### config.mk
export PLATFORM = sky130hd
export DESIGN_NAME = iterative_muldiv_flat
export DESIGN_NICKNAME = d
export VERILOG_FILES = /design/src/rtl/muldiv_pkg.sv /design/src/rtl/iterative_muldiv_if.sv /design/src/rtl/muldiv_negate.sv /design/src/rtl/iterative_muldiv.sv /design/src/flat_wrapper.sv
export SDC_FILE = /design/constraint.sdc
export NUM_CORES = 1
export LEC_CHECK = 0
export BUFFER_PORTS_ARGS = -buffer_cell sky130_fd_sc_hd__buf_2
export CELL_PAD_IN_SITES_DETAIL_PLACEMENT = 2
export CELL_PAD_IN_SITES_GLOBAL_PLACEMENT = 2
export CORE_ASPECT_RATIO = 0.75
export CORE_MARGIN = 4
export CORE_UTILIZATION = 40
export CTS_BUF_LIST = sky130_fd_sc_hd__clkbuf_8 sky130_fd_sc_hd__clkbuf_16
export CTS_CLUSTER_DIAMETER = 30
export CTS_CLUSTER_SIZE = 10
export DETAILED_ROUTE_END_ITERATION = 16
export PLACE_DENSITY_LB_ADDON = 0.1
export SLEW_MARGIN = 30
export SYNTH_ARGS = -nofsm -noshare
export SYNTH_HDL_FRONTEND = slang
export SYNTH_HIERARCHICAL = 1
export SYNTH_SLANG_ARGS = --single-unit
### constraint.sdc
create_clock -name CLK -period 5.8 [get_ports CLK]
set_input_delay 0.58 -clock CLK [delete_from_list [all_inputs] [get_ports CLK]]
set_output_delay 0.58 -clock CLK [all_outputs]
set_load 0.02 [all_outputs]
### src/rtl/muldiv_pkg.sv
// Shared opcodes, FSM encoding and opcode decode helpers for iterative_muldiv.
package muldiv_pkg;

  localparam logic [2:0] OP_MUL    = 3'b000;
  localparam logic [2:0] OP_MULH   = 3'b001;
  localparam logic [2:0] OP_MULHSU = 3'b010;
  localparam logic [2:0] OP_MULHU  = 3'b011;
  localparam logic [2:0] OP_DIV    = 3'b100;
  localparam logic [2:0] OP_DIVU   = 3'b101;
  localparam logic [2:0] OP_REM    = 3'b110;
  localparam logic [2:0] OP_REMU   = 3'b111;

  typedef enum logic [1:0] {
    ST_IDLE = 2'd0,
    ST_CALC = 2'd1,
    ST_FIN  = 2'd2,
    ST_HOLD = 2'd3
  } state_t;

  // Divide family: DIV, DIVU, REM, REMU.
  function automatic logic is_div(input logic [2:0] op);
    return op[2];
  endfunction

  // Remainder ops return the remainder instead of the quotient.
  function automatic logic is_rem(input logic [2:0] op);
    return op[2] & op[1];
  endfunction

  // rs1 is signed for MUL, MULH, MULHSU, DIV, REM.
  function automatic logic is_signed_a(input logic [2:0] op);
    return (op == OP_MUL) || (op == OP_MULH) || (op == OP_MULHSU) ||
           (op == OP_DIV) || (op == OP_REM);
  endfunction

  // rs2 is signed for MUL, MULH, DIV, REM.
  function automatic logic is_signed_b(input logic [2:0] op);
    return (op == OP_MUL) || (op == OP_MULH) || (op == OP_DIV) || (op == OP_REM);
  endfunction

endpackage

### src/rtl/iterative_muldiv_if.sv
// Request/response bundle of iterative_muldiv.
// Handshake rule for both channels: a transfer happens on a rising edge where
// VALID and READY are both 1; once raised, OUT_VALID and its payload (Y/DZ/OF)
// stay constant until that transfer; READY may be driven independently of VALID.
interface iterative_muldiv_if #(
  parameter int WIDTH = 32
);
  logic             IN_VALID;
  logic             IN_READY;
  logic [2:0]       OP;
  logic [WIDTH-1:0] A;
  logic [WIDTH-1:0] B;
  logic             OUT_VALID;
  logic             OUT_READY;
  logic [WIDTH-1:0] Y;
  logic             DZ;
  logic             OF;

  modport master (
    output IN_VALID, OP, A, B, OUT_READY,
    input  IN_READY, OUT_VALID, Y, DZ, OF
  );

  modport slave (
    input  IN_VALID, OP, A, B, OUT_READY,
    output IN_READY, OUT_VALID, Y, DZ, OF
  );
endinterface

### src/rtl/muldiv_negate.sv
// Conditional two's-complement negate, used for operand magnitudes and the
// final result sign fix.
module muldiv_negate #(
  parameter int W = 32
) (
  input  logic         neg,
  input  logic [W-1:0] d,
  output logic [W-1:0] q
);
  assign q = neg ? -d : d;
endmodule

### src/rtl/iterative_muldiv.sv
// Multi-cycle RV32M multiply/divide: radix-2 shift-add multiplier and restoring
// divider sharing one accumulator/shift register pair.
module iterative_muldiv
  import muldiv_pkg::*;
#(
  parameter int WIDTH = 32
) (
  input  logic                CLK,
  input  logic                RST,
  iterative_muldiv_if.slave   bus,
  output state_t              dbg_state
);
  localparam int CW = $clog2(WIDTH);

  state_t           state, state_nx;
  logic [2:0]       op_r;
  logic [WIDTH:0]   m_r;        // multiplicand (mul) or divisor (div) magnitude
  logic [WIDTH-1:0] acc_r;      // product high half / partial remainder
  logic [WIDTH-1:0] q_r;        // multiplier -> product low half / dividend -> quotient
  logic [CW-1:0]    cnt_r;
  logic             res_sign_r, dz_pend_r, of_pend_r;
  logic [WIDTH-1:0] y_r;
  logic             dz_r, of_r;

  // Operand decode in IDLE; magnitudes keep WIDTH+1 bits so the most-negative
  // value survives negation.
  logic             sa, sb, div_zero, div_ovf, req_sign;
  logic [WIDTH:0]   mag_a, mag_b;

  assign sa = is_signed_a(bus.OP) & bus.A[WIDTH-1];
  assign sb = is_signed_b(bus.OP) & bus.B[WIDTH-1];

  muldiv_negate #(.W(WIDTH+1)) u_neg_a (.neg(sa), .d({sa, bus.A}), .q(mag_a));
  muldiv_negate #(.W(WIDTH+1)) u_neg_b (.neg(sb), .d({sb, bus.B}), .q(mag_b));

  assign div_zero = is_div(bus.OP) && (bus.B == '0);
  assign div_ovf  = is_div(bus.OP) && is_signed_a(bus.OP) && !div_zero &&
                    (bus.A == {1'b1, {(WIDTH-1){1'b0}}}) && (bus.B == '1);
  assign req_sign = is_rem(bus.OP) ? sa : (sa ^ sb);

  // One iteration step of each algorithm.
  logic [WIDTH:0]   mul_sum, div_shift;
  logic [WIDTH-1:0] div_diff;
  logic             div_ge;

  assign mul_sum   = {1'b0, acc_r} + (q_r[0] ? m_r : '0);
  assign div_shift = {acc_r, q_r[WIDTH-1]};
  assign div_ge    = div_shift >= m_r;
  assign div_diff  = div_shift[WIDTH-1:0] - m_r[WIDTH-1:0];

  // Sign fix on the full 2*WIDTH product or the zero-extended quotient/remainder.
  logic [2*WIDTH-1:0] fix_in, fix_out;
  logic [WIDTH-1:0]   res_y;

  assign fix_in = !is_div(op_r) ? {acc_r, q_r} :
                  is_rem(op_r)  ? {{WIDTH{1'b0}}, acc_r} : {{WIDTH{1'b0}}, q_r};

  muldiv_negate #(.W(2*WIDTH)) u_neg_res (.neg(res_sign_r), .d(fix_in), .q(fix_out));

  assign res_y = (!is_div(op_r) && (op_r != OP_MUL)) ? fix_out[2*WIDTH-1:WIDTH]
                                                     : fix_out[WIDTH-1:0];

  // State register.
  always_ff @(posedge CLK) begin
    if (RST) state <= ST_IDLE;
    else     state <= state_nx;
  end

  // Next-state logic.
  always_comb begin
    state_nx = state;
    unique case (state)
      ST_IDLE: if (bus.IN_VALID) state_nx = (div_zero || div_ovf) ? ST_FIN : ST_CALC;
      ST_CALC: if (cnt_r == '0) state_nx = ST_FIN;
      ST_FIN:  state_nx = ST_HOLD;
      ST_HOLD: if (bus.OUT_READY) state_nx = ST_IDLE;
      default: state_nx = ST_IDLE;
    endcase
  end

  // Datapath: latch request, iterate, register the result.
  always_ff @(posedge CLK) begin
    if (RST) begin
      op_r       <= '0;
      m_r        <= '0;
      acc_r      <= '0;
      q_r        <= '0;
      cnt_r      <= '0;
      res_sign_r <= 1'b0;
      dz_pend_r  <= 1'b0;
      of_pend_r  <= 1'b0;
      y_r        <= '0;
      dz_r       <= 1'b0;
      of_r       <= 1'b0;
    end else begin
      case (state)
        ST_IDLE: if (bus.IN_VALID) begin
          op_r      <= bus.OP;
          cnt_r     <= CW'(WIDTH-1);
          dz_pend_r <= div_zero;
          of_pend_r <= div_ovf;
          acc_r     <= '0;
          if (div_zero) begin
            // Quotient all ones, remainder is the raw dividend.
            q_r        <= '1;
            acc_r      <= bus.A;
            m_r        <= '0;
            res_sign_r <= 1'b0;
          end else if (div_ovf) begin
            // Quotient is the dividend, remainder zero.
            q_r        <= bus.A;
            m_r        <= '0;
            res_sign_r <= 1'b0;
          end else if (is_div(bus.OP)) begin
            q_r        <= mag_a[WIDTH-1:0];
            m_r        <= mag_b;
            res_sign_r <= req_sign;
          end else begin
            q_r        <= mag_b[WIDTH-1:0];
            m_r        <= mag_a;
            res_sign_r <= req_sign;
          end
        end
        ST_CALC: begin
          cnt_r <= cnt_r - CW'(1);
          if (is_div(op_r)) begin
            acc_r <= div_ge ? div_diff : div_shift[WIDTH-1:0];
            q_r   <= {q_r[WIDTH-2:0], div_ge};
          end else begin
            acc_r <= mul_sum[WIDTH:1];
            q_r   <= {mul_sum[0], q_r[WIDTH-1:1]};
          end
        end
        ST_FIN: begin
          y_r  <= res_y;
          dz_r <= dz_pend_r;
          of_r <= of_pend_r;
        end
        default: ;
      endcase
    end
  end

  assign bus.IN_READY  = (state == ST_IDLE);
  assign bus.OUT_VALID = (state == ST_HOLD);
  assign bus.Y         = y_r;
  assign bus.DZ        = dz_r;
  assign bus.OF        = of_r;
  assign dbg_state     = state;

endmodule

### src/flat_wrapper.sv
// flat-port wrapper written by rule: the top's interface ports become plain ports
module iterative_muldiv_flat import muldiv_pkg::*;
#(
  parameter int WIDTH = 32
)
  (CLK, RST, dbg_state, bus_IN_VALID, bus_OP, bus_A, bus_B, bus_OUT_READY, bus_IN_READY, bus_OUT_VALID, bus_Y, bus_DZ, bus_OF);
  iterative_muldiv_if #(.WIDTH(WIDTH)) bus_i ();
  input  logic CLK;
  input  logic RST;
  output state_t dbg_state;
  input wire logic [$bits(bus_i.IN_VALID)-1:0] bus_IN_VALID;
  input wire logic [$bits(bus_i.OP)-1:0] bus_OP;
  input wire logic [$bits(bus_i.A)-1:0] bus_A;
  input wire logic [$bits(bus_i.B)-1:0] bus_B;
  input wire logic [$bits(bus_i.OUT_READY)-1:0] bus_OUT_READY;
  output wire logic [$bits(bus_i.IN_READY)-1:0] bus_IN_READY;
  output wire logic [$bits(bus_i.OUT_VALID)-1:0] bus_OUT_VALID;
  output wire logic [$bits(bus_i.Y)-1:0] bus_Y;
  output wire logic [$bits(bus_i.DZ)-1:0] bus_DZ;
  output wire logic [$bits(bus_i.OF)-1:0] bus_OF;
  assign bus_i.IN_VALID = bus_IN_VALID;
  assign bus_i.OP = bus_OP;
  assign bus_i.A = bus_A;
  assign bus_i.B = bus_B;
  assign bus_i.OUT_READY = bus_OUT_READY;
  assign bus_IN_READY = bus_i.IN_READY;
  assign bus_OUT_VALID = bus_i.OUT_VALID;
  assign bus_Y = bus_i.Y;
  assign bus_DZ = bus_i.DZ;
  assign bus_OF = bus_i.OF;
  iterative_muldiv #(.WIDTH(WIDTH)) u_core (.CLK(CLK), .RST(RST), .bus(bus_i), .dbg_state(dbg_state));
endmodule
==> reports/qor.txt, run 1 <==
Pwr Density - 437 mW/mm^2
routed wire length - 74300 um
EDFF count, synth - 0
DRC - 0
DP HPWL - 56700 um
number of setup buffers added after CTS - 0
Placer Congestion - 0.956
mapped cell area - 0.0157 sq mm
dpl ws - 1800 ps
CP Capture Point - u_core/bus.Y[9]
Tmin final - 4120 ps
number of antenna diodes - 0
H-tree levels - 4
Initial DRC Count - 1473
Clock Tree Buf Depth - 2
CP Data Required Time - 6170 ps
CP startpoint - u_core/op_r[1]
final setup vio count - 0
worst path cell trace - nand2_1 -> buf_4 -> mux2_2 -> or4_4 -> nor3_2 -> nand4_4 -> o31ai_1 -> xnor2_1 -> mux2i_1 -> a211oi_1
synth warn - 6
reg-to-reg endpoint - u_core/bus.Y[9]
antenna violations before repair - 4
Initial Utilization - 40.8%
fillers - 4406
post-route antenna net violation count - 0
Async S/R FF share, synth - 0%
worst slew pin tran - 944 ps
Post-Syn Area per Cell - 7.71 sq um
cells on worst reg2reg path - 10
status - finished clean
commonest cells after routing, fill and taps aside - nor2_1 (189), a21oi_1 (176), xnor2_1 (157)
IO Count - 109
commonest non-fill, non-tap cell in the layout - nor2_1
Setup TNS - 0 ps
HP Class - input port to register
clock sink total - 144
Crit Path Class - register to register
Peak VDD IR - 0.000209 V
Max Slew Vio Count - 0
CP max stage delay - 600 ps
Yosys top cell area share - 18.3%
synth unique cells - 96
Synthesized Nets - 2188
DP Area - 0.0166 sq mm
Final Core Density - 44.4%
total power - 7.48 mW
RR Startpoint - u_core/op_r[1]
synth top area cells - dfxtp_1 (18%), xnor2_1 (8.7%), mux2_2 (7.6%)
CTS tree - yes
cell area after layout - 0.0171 sq mm
NumNets Final - 2204
number of global-route vias before repair - 17.1k
fin worst setup slack - 1680 ps
area leader, netlist - dfxtp_1
Hold Fails Final Rpt - 0
ratio of cells with drive above 1 in the final layout - 17.4%
post-cts repair resize count - 0
critical-path maximum fanout - 33
CP Buf/Inv Count - 1
ys flop type - dfxtp_1
drt via density - 6.39
max_cap viols - 0
fin cells - 2581
first-pass GRT wire length - 111000 um
clk slew on worst S/H paths - 70 ps
Clock Skew - 13.6 ps
RSZ-0062 raised after global routing - no
static leakage - 6.67 nW
WP depth - 10
placement row count - 62
Vias - 16.5k
Placed Instances - 2550
Die Width - 237 um
sequential fraction of the synthesis area - 18.3%
reg2reg setup slack - 1680 ps
Root Driver - clkbuf_16
worst-skew pair later-pin latency - 460 ps
Critical Path Slowest Stage Cell - or4_4
Pre-antenna DRT Iters - 5
flops & latches, synth - 144
startpoint of the worst hold path - bus_OP[1]
grt ovf - 0
Worst EP arrival - 4490 ps
port bufs - 108
area occupied by multi-input gates - 0.0120 sq mm
Final period util - 71.0%
Seq. cell area - 0.00289 sq mm
WL per Instance - 28.8 um
Hold Slack - 432 ps
Rel. slew slack - 36.8%
Max Fclk - 0.243 GHz
DIE AREA - 0.0426 sq mm
Mapped Cells - 2041
crit end category - register
largest net degree at the start of global routing - 94
CP Launch Type - register
hold buffers post-CTS - 0
area delta synth->final - 8.74%
die height - 180 um
delay-heaviest family, CP - simple AND/OR/NAND/NOR gates
core area - 0.0386 sq mm
Global Route Usage Sum - 33.6%
CTS buffer count - 17
## area by class of cell
class	instances	share of cell area, %
multi-input cells	1686	70.3
flip-flops and latches	144	16.9
repair buffers	130	4.30
well taps	512	3.74
clock buffers	17	2.49
inverters	78	1.71
clock inverters	14	0.548
## worst min-delay path by stage
stage	end	slack, ps	depth (start not counted)
4_1_cts	u_core/op_r[1]	410	3
3_3_place_gp	u_core/dz_pend_r	440	2
2_1_floorplan	u_core/of_pend_r	430	2
5_1_grt	u_core/op_r[1]	430	3
3_5_place_dp	u_core/res_sign_r	450	2
6_report	u_core/op_r[1]	430	3
## cell families after synthesis
family	synth area share, %
adder cells (fa/ha/maj)	6.14
multiplexers	12.7
XOR/XNOR	9.91
flip-flops	18.3
AND/OR/NAND/NOR	22.2
buffers and inverters	5.56
AO/OA/AOI/OAI	25.2
## worst min-delay path: stages
cell,delay [ps]
buf_2,140
nand2_1,70
a21oi_1,60
## flip-flops by register name, summed over array words and instances, names as in the netlist, 2 cells and up
register	flops
u_core/m_r	33
u_core/acc_r	32
u_core/bus.Y	32
u_core/q_r	32
u_core/cnt_r	5
u_core/op_r	3
u_core/dbg_state	2
## synth_stat cells (all sizes together), types with 32 or more instances
cell type  number
o21ai         119
o31ai          61
nor2          190
nand2         134
a211oi         77
ha             74
nor3           73
xnor2         157
mux2          110
a21oi         180
mux2i          75
dfxtp         144
buf            32
nand3          33
nor2b          37
inv            78
clkbuf        101
and2           41
## routing by layer
layer / wire length [um] / share of wire (%) / track usage [%]
met1: 34400 / 46 / 48.1
met2: 31200 / 42 / 49.2
met5: 0 / 0 / 0
met4: 1740 / 2.3 / 8.36
met3: 6970 / 9.4 / 10.3
## power breakdown
part / internal (mW) / total [mW] / switching [mW]
clock: 0.543 / 1.05 / 0.511
combinational: 1.74 / 4.87 / 3.13
sequential: 1.18 / 1.55 / 0.370
(Power assumes the default switching activity.)
==> run 2, diff against run 1 <==
Settings changed: ABC_AREA set to 1, CORE_UTILIZATION 40 to 29.
Clock period 5.8 ns to 3.7 ns, I/O delays scaled along.
==> reports/qor.txt, run 2 <==
Max Fclk - 0.298 GHz
worst path cell trace - inv_1 -> ha_1 -> nand2_1 -> nor2_1 -> nand2_1 -> nor2_2 -> nand2_1 -> nand3_2 -> nor2_4 -> nand2_8 -> nand2_4 -> inv_1 -> nand2_1 -> o21ai_0 -> nor2_1 -> nor2_1 -> nor2_1
max_cap viols - 0
NumNets Final - 3579
static leakage - 10.5 nW
Peak VDD IR - 0.000510 V
total power - 19.8 mW
synth top area cells - nand2_1 (21%), dfxtp_1 (16%), inv_1 (10%)
DP HPWL - 89100 um
CTS buffer count - 17
post-cts repair resize count - 0
fillers - 8117
area leader, netlist - nand2_1
CP Data Required Time - 4050 ps
Async S/R FF share, synth - 0%
synth unique cells - 48
Die Width - 299 um
Max Slew Vio Count - 0
H-tree levels - 4
RSZ-0062 raised after global routing - no
Initial DRC Count - 1894
Mapped Cells - 3396
critical-path maximum fanout - 36
commonest cells after routing, fill and taps aside - nand2_1 (1011), inv_1 (493), nor2_1 (433)
startpoint of the worst hold path - bus_OP[0]
cells on worst reg2reg path - 17
CP Launch Type - register
hold buffers post-CTS - 0
Worst EP arrival - 3700 ps
Post-Syn Area per Cell - 5.41 sq um
worst-skew pair later-pin latency - 460 ps
Critical Path Slowest Stage Cell - dfxtp_1
CP Buf/Inv Count - 2
DRC - 0
Setup TNS - 0 ps
Clock Skew - 16.2 ps
status - finished clean
Yosys top cell area share - 20.6%
Synthesized Nets - 3543
synth warn - 6
delay-heaviest family, CP - simple AND/OR/NAND/NOR gates
IO Count - 109
mapped cell area - 0.0184 sq mm
CTS tree - yes
Root Driver - clkbuf_16
largest net degree at the start of global routing - 131
drt via density - 5.41
flops & latches, synth - 144
clk slew on worst S/H paths - 80 ps
Vias - 23.2k
commonest cells in the netlist - nand2_1 (1011), inv_1 (497), nor2_1 (434)
core area - 0.0624 sq mm
Pre-antenna DRT Iters - 5
ratio of cells with drive above 1 in the final layout - 8.71%
Clock Tree Buf Depth - 2
number of global-route vias before repair - 24.2k
CP max stage delay - 640 ps
Final period util - 90.7%
register bank with the most flops - u_core/m_r
sequential fraction of the synthesis area - 15.7%
placement row count - 79
port bufs - 108
Placer Congestion - 1.00
max reg flops - 33
reg2reg setup slack - 340 ps
first-pass GRT wire length - 159000 um
grt ovf - 0
Hold Path End - u_core/op_r[0]
EDFF count, synth - 0
post-route antenna net violation count - 0
CP startpoint - u_core/m_r[15]
Pwr Density - 968 mW/mm^2
die height - 226 um
HP Class - input port to register
Global Route Usage Sum - 31.2%
worst slew pin tran - 915 ps
Worst Hold Depth - 3
antenna violations before repair - 3
number of setup buffers added after CTS - 0
crit end category - register
Tmin final - 3360 ps
reg-to-reg endpoint - u_core/acc_r[20]
commonest non-fill, non-tap cell in the layout - nand2_1
clock sink total - 144
count leader, synth - nand2_1
DIE AREA - 0.0675 sq mm
ys flop type - dfxtp_1
Initial Utilization - 29.5%
WL per Instance - 25.2 um
Hold Fails Final Rpt - 0
routed wire length - 108000 um
area delta synth->final - 11.2%
final setup vio count - 0
RR Startpoint - u_core/m_r[15]
Crit Path Class - register to register
Rel. slew slack - 39.0%
-- run 2: changes by cell type in the layout (fill, tap and decap cells not counted), moves of 75 or more --
cell	delta
xnor2_1	-117
nor2_1	+244
mux2i_1	-75
a211oi_1	-76
inv_1	+413
nand3_1	+185
o21ai_0	+195
nand2_1	+878
mux2_2	-106
-- run 2: logic make-up after synthesis --
family / Yosys count / share of synthesized area (%)
and+or+nand+nor: 1822 / 42.0
buffers and inverters: 642 / 13.7
AOI/OAI and AO/OA: 618 / 18.8
DFF: 144 / 15.7
xor gates and xnor gates: 94 / 4.52
adders and majority gates: 76 / 5.25
-- run 2: worst max path at each step --
stage,to,slack (ps),cells after the start
after floorplan,u_core/bus.Y[30],1170,16
after detailed placement,u_core/acc_r[20],380,17
after global routing,u_core/acc_r[20],120,17
final,u_core/acc_r[20],340,17
after CTS,u_core/acc_r[20],370,17
after global placement,u_core/acc_r[20],420,17
-- run 2: per-layer routing --
layer / global-route usage, % / vias to the layer above / share of wire (%)
li1: - / 10854 / -
met1: 44.3 / 11643 / 48
met4: 7.55 / 2 / 2.5
met5: 0 / - / 0.012
met3: 5.60 / 101 / 6.1
met2: 49.1 / 645 / 43
-- run 2: layout make-up --
class,instances,area [sq um],area share [%]
sequential,144,2890,14.1
clock buffer,19,453,2.22
inverter,510,1920,9.38
antenna,2,5.00,0.0245
clock inverter,13,175,0.857
multi-input combinational,2610,13000,63.6
tap,850,1060,5.20
timing repair buffer,149,930,4.55
-- run 2: metrics by stage --
stage | instances | cell area [sq um] | setup WS [ps] | util (%) | hold WS [ps]
floorplan | 3396 | 18400 | 1170 | - | 441
global placement | 4263 | 19800 | 420 | 31.7 | 449
detailed placement | 4263 | 19800 | 381 | 31.7 | 466
CTS | 4295 | 20400 | 367 | 32.8 | 208
global route | 4295 | 20400 | 115 | 32.8 | 234
finish | 4297 | 20400 | 344 | 32.8 | 224
-- run 2: worst register-to-register path, stage by stage, from the launching register on --
cell     delay, ps
dfxtp_1        640
inv_1          110
ha_1           390
nand2_1        130
nor2_1         300
nand2_1        150
nor2_2         130
nand2_1        100
nand3_2        100
nor2_4          60
nand2_8        270
nand2_4        230
inv_1          240
nand2_1         70
o21ai_0         90
nor2_1          60
nor2_1         120
nor2_1          60
-- run 2: report_power, final --
| group | total, mW | leakage [nW] | internal, mW | switching [mW] |
|---|---|---|---|---|
| Combinational | 14.9 | 8.99 | 3.99 | 10.9 |
| Clock | 1.97 | 0.300 | 1.11 | 0.855 |
| Sequential | 2.90 | 1.19 | 2.16 | 0.730 |
